File: src/rtl/int_xing_pkg.sv
// Shared constants and helpers for the interrupt crossing sink.
package int_xing_pkg;

  localparam bit INT_MODE_LEVEL = 1'b0;
  localparam bit INT_MODE_EDGE  = 1'b1;

  localparam int MAX_INT    = 64;
  localparam int MAX_SYNC   = 8;
  localparam int MAX_FILTER = 255;

  // Counter must hold 0..FILTER_LEN-1; never narrower than one bit.
  function automatic int filter_cnt_w(input int filter_len);
    int w;
    w = $clog2(filter_len + 1);
    return (w < 1) ? 1 : w;
  endfunction

endpackage

File: src/rtl/int_xing_chan.sv
// One interrupt channel: resynchroniser, optional glitch filter, and
// either a level output or a sticky rising-edge pending bit.
module int_xing_chan
  import int_xing_pkg::*;
#(
  parameter int SYNC_STAGES = 3,
  parameter int FILTER_LEN  = 0,
  parameter bit EDGE        = INT_MODE_LEVEL
) (
  input  logic i_clk,
  input  logic i_rst,
  input  logic i_in,
  input  logic i_clr,
  output logic o_out
);

  logic w_s;
  logic w_f;

  generate
    if (SYNC_STAGES == 0) begin : g_nosync
      assign w_s = i_in;
    end else begin : g_sync
      logic [SYNC_STAGES-1:0] r_sync;
      // NOTE: non-blocking assignments let every stage sample the previous
      // stage's old value, so the chain really is SYNC_STAGES flops deep.
      always_ff @(posedge i_clk or posedge i_rst) begin
        if (i_rst) r_sync <= '0;
        else       r_sync <= (r_sync << 1) | SYNC_STAGES'(i_in);
      end
      assign w_s = r_sync[SYNC_STAGES-1];
    end

    if (FILTER_LEN == 0) begin : g_nofilt
      assign w_f = w_s;
    end else begin : g_filt
      localparam int CNT_W = filter_cnt_w(FILTER_LEN);
      logic             r_f;
      logic [CNT_W-1:0] r_cnt;
      // Any return of s to f restarts the count, so short pulses are dropped.
      always_ff @(posedge i_clk or posedge i_rst) begin
        if (i_rst) begin
          r_f   <= 1'b0;
          r_cnt <= '0;
        end else if (w_s == r_f) begin
          r_cnt <= '0;
        end else if (r_cnt == CNT_W'(FILTER_LEN - 1)) begin
          r_f   <= w_s;
          r_cnt <= '0;
        end else begin
          r_cnt <= r_cnt + CNT_W'(1);
        end
      end
      assign w_f = r_f;
    end

    if (EDGE == INT_MODE_EDGE) begin : g_edge
      logic r_prev;
      logic r_pend;
      logic w_rise;
      assign w_rise = w_f & ~r_prev;
      // A rise on the same edge as a clear wins: the set term is OR'd last.
      always_ff @(posedge i_clk or posedge i_rst) begin
        if (i_rst) begin
          r_prev <= 1'b0;
          r_pend <= 1'b0;
        end else begin
          r_prev <= w_f;
          r_pend <= w_rise | (r_pend & ~i_clr);
        end
      end
      assign o_out = r_pend;
    end else begin : g_level
      logic w_unused_clr;
      assign w_unused_clr = i_clr;
      assign o_out        = w_f;
    end
  endgenerate

endmodule

File: src/rtl/int_sync_crossing_sink_n.sv
// Receive side of an interrupt crossing: NUM_INT independent channels
// plus a combinational any-pending summary.
module int_sync_crossing_sink_n
  import int_xing_pkg::*;
#(
  parameter int                 NUM_INT     = 2,
  parameter int                 SYNC_STAGES = 3,
  parameter int                 FILTER_LEN  = 0,
  parameter logic [NUM_INT-1:0] EDGE_MASK   = '0
) (
  input  logic               clock,
  input  logic               reset,
  input  logic [NUM_INT-1:0] auto_in_sync,
  input  logic [NUM_INT-1:0] auto_clr,
  output logic [NUM_INT-1:0] auto_out,
  output logic               auto_pending_any
);

  generate
    if (NUM_INT < 1 || NUM_INT > MAX_INT) begin : g_bad_num_int
      $fatal(1, "NUM_INT out of range 1..64");
    end
    if (SYNC_STAGES < 0 || SYNC_STAGES > MAX_SYNC) begin : g_bad_sync
      $fatal(1, "SYNC_STAGES out of range 0..8");
    end
    if (FILTER_LEN < 0 || FILTER_LEN > MAX_FILTER) begin : g_bad_filter
      $fatal(1, "FILTER_LEN out of range 0..255");
    end

    for (genvar i = 0; i < NUM_INT; i++) begin : g_chan
      int_xing_chan #(
        .SYNC_STAGES (SYNC_STAGES),
        .FILTER_LEN  (FILTER_LEN),
        .EDGE        (EDGE_MASK[i])
      ) u_chan (
        .i_clk (clock),
        .i_rst (reset),
        .i_in  (auto_in_sync[i]),
        .i_clr (auto_clr[i]),
        .o_out (auto_out[i])
      );
    end
  endgenerate

  assign auto_pending_any = |auto_out;

endmodule

File: config.mk
export PLATFORM = sky130hd
export DESIGN_NAME = int_sync_crossing_sink_n
export DESIGN_NICKNAME = d
export VERILOG_FILES = /design/src/rtl/int_xing_pkg.sv /design/src/rtl/int_xing_chan.sv /design/src/rtl/int_sync_crossing_sink_n.sv
export SDC_FILE = /design/constraint.sdc
export NUM_CORES = 1
export LEC_CHECK = 0
export ABC_AREA = 0
export CAP_MARGIN = 0
export CELL_PAD_IN_SITES_DETAIL_PLACEMENT = 1
export CELL_PAD_IN_SITES_GLOBAL_PLACEMENT = 2
export CORE_AREA = 5 5 42 44
export DETAILED_ROUTE_END_ITERATION = 7
export DIE_AREA = 0 0 47 49
export PLACE_DENSITY_LB_ADDON = 0.1
export SYNTH_ARGS = -nofsm -noshare
export SYNTH_HDL_FRONTEND = slang
export SYNTH_SLANG_ARGS = --single-unit
File: constraint.sdc
create_clock -name clock -period 0.8 [get_ports clock]
set_input_delay 0.08 -clock clock [delete_from_list [all_inputs] [get_ports clock]]
set_output_delay 0.08 -clock clock [all_outputs]
set_load 0.01 [all_outputs]
==> qor.yml <==
sta:
  finalCritPeriodShare_pct: 129
  relSlewSlack_pct: 84.6
  worst_pin_slew_ns: 0.230
  setup_viol: 3
  finalCriticalPeriod_ns: 1.04
  hold_viol_final: 0
  max_freq_mhz: 966
  setup_slack_ns: -0.235
  rsz0062_at_grt: "true"
  drv_slew: 0
  fin_skew_ns: 0.0000604
synth:
  ys_ff_latch: 6
  syn_inst: 10
  ys.warnings.count: 0
  syn_nets: 16
  yosysSeqAreaShare_pct: 85.7
  synth_area_sq_um: 175
  avgSynthCellArea_sq_um: 17.5
  synth.distinct_cells: 4
place:
  post_dp_cell_area_sq_um: 240
  gp_congestion: 0.528
  portBuffers: 6
  dpl_worst_slack_ns: -0.330
floorplan:
  dieWidth_microns: 47
  coreArea_sq_um: 1400
  rows: 14
  die_area_sq_um: 2300
  die_y_microns: 49
  start_util_pct: 12.5
  io_pins: 9
detailed_routing:
  drt_iter0_drc: 0
  ant_nets: 0
  via_per_inst: 2.94
  drt_wl_total_microns: 267
  drtPass1Iterations: 1
  drc: 0
  vias: 100
  wire_per_inst_microns: 7.85
clocking:
  cts_max_path_buffers: 2
  clock-sinks: 6
  tritoncts: "yes"
  numCtsBuffers: 3
  cts-htree-levels: 1
  path_clk_slew_ns: 0.05
  cts-root-buf: "clkbuf_4"
  worstSkewPairLatency_ns: 0.24
global_route:
  grt_antenna_before_repair: 0
  grt_pass1_vias: 123
  grt_pass1_wl_microns: 448
  grtUsageTotal_pct: 3.26
  grt_max_degree: 7
  overflow: 0
worst_hold_path:
  hold_path_class: "in2async"
worst_setup_path:
  crit_path_end_kind: "primary output"
  cp-start-kind: "flip-flop"
  critPathRequiredTime_ns: 0.72
  crit_chain: "or2_1 -> buf_2"
  worstPathArrival_ns: 0.96
  setup.worst_path.class: "reg2out"
  slowest_delay_ns: 0.36
  cp_max_fo: 2
  path_delay_family: "flip-flops"
  crit_buf_inv: 1
  crit_slowest_cell: "dfrtp_1"
power_and_ir_drop:
  power.leakage_uw: 0.000121
  power.total_uw: 639
  ir_drop_mv: 0.517
  p_per_area_nw_per_um2: 2440
cells_and_area:
  area_growth_syn_to_layout_pct: 49.3
  largest_register_ffs: 6
  final_area_sq_um: 262
  layout_common_cells: "6 x dfrtp_1, 3 x clkbuf_4, 3 x clkdlybuf4s50_1"
  nets: 26
  regMostFlops: "g_chan.u_chan.g_sync.r_sync"
  top_regs: "g_chan.u_chan.g_sync.r_sync x6"
  diodes: 0
  final_common_cell: "dfrtp_1"
  fillCellCount: 166
  register_area_sq_um: 150
  multi_input_area_sq_um: 6.26
  final_layout_size_suffix_gt1_share_pct: 38.9
run:
  cap_violations: 0
status:
  outcome: "finished with violations"
  failed_checks: "negative setup slack"
==> synth_stat cells <==
library cell,n,share of area (%)
or2_1,1,3.6
dfrtp_1,6,86
inv_1,1,2.1
buf_4,2,8.6
==> timing repair <==
item	in CTS	in global routing
endpoints found under the setup margin	3	3
setup buffers	0	1
pin swaps	0	1
resized for setup	8	4
hold buffers	0	0
cloned	0	0
==> where the power goes <==
part	internal, uW	switching, uW	leakage [uW]
sequential	320	4.56	0.0000699
combinational	25.1	15.4	0.0000370
clock	169	105	0.0000138
total	514	125	0.000121
==> kinds of logic after synthesis <==
kind of cell | count (synthesis) | synth area share [%]
flip-flops | 6 | 85.7
buffers and inverters | 3 | 10.7
AND/OR/NAND/NOR | 1 | 3.57
==> metrics by stage <==
stage | util (%) | instances | setup TNS (ns) | hold slack (ns)
global route | 18.7 | 34 | -0.483 | 0.0910
floorplan | - | 10 | 0 | -0.129
global placement | 17.1 | 30 | -0.590 | 0.310
detailed placement | 17.1 | 30 | -0.601 | 0.316
CTS | 18.4 | 33 | -0.554 | 0.0537
finish | 18.7 | 34 | -0.365 | 0.0539
==> path summary, 6_finish.rpt <==
check / startpoint / endpoint / slack (ns) / cells past startpoint
worst max-delay path: g_chan[0].u_chan.g_sync.r_sync[2]$_DFF_PP0_ / auto_pending_any / -0.24 / 2
worst min-delay path: reset / g_chan[0].u_chan.g_sync.r_sync[0]$_DFF_PP0_ / 0.05 / 2
worst max register to register: g_chan[0].u_chan.g_sync.r_sync[0]$_DFF_PP0_ / g_chan[0].u_chan.g_sync.r_sync[1]$_DFF_PP0_ / 0.33 / 0
worst min register to register: g_chan[1].u_chan.g_sync.r_sync[1]$_DFF_PP0_ / g_chan[1].u_chan.g_sync.r_sync[2]$_DFF_PP0_ / 0.34 / 0
max in group asynchronous: reset / g_chan[1].u_chan.g_sync.r_sync[1]$_DFF_PP0_ / 0.56 / 2
min in group clock: auto_in_sync[1] / g_chan[1].u_chan.g_sync.r_sync[0]$_DFF_PP0_ / 0.28 / 1
==> cell type report <==
| class | instances | area share (%) |
|---|---|---|
| sequential | 6 | 57.4 |
| timing repair buffer | 7 | 22.5 |
| clock buffer | 3 | 8.61 |
| tap | 16 | 7.66 |
| multi-input combinational | 1 | 2.39 |
| inverter | 1 | 1.44 |
==> routing by layer <==
| layer | up-vias | wire length [microns] | GRT usage [%] |
|---|---|---|---|
| met5 | - | 0 | 0 |
| met4 | 0 | 0 | 5.53 |
| met3 | 0 | 47 | 2.21 |
| met2 | 7 | 118 | 3.39 |
| met1 | 50 | 100 | 2.91 |
| li1 | 43 | - | - |
No activity file was read; power rests on OpenSTA's default activity.
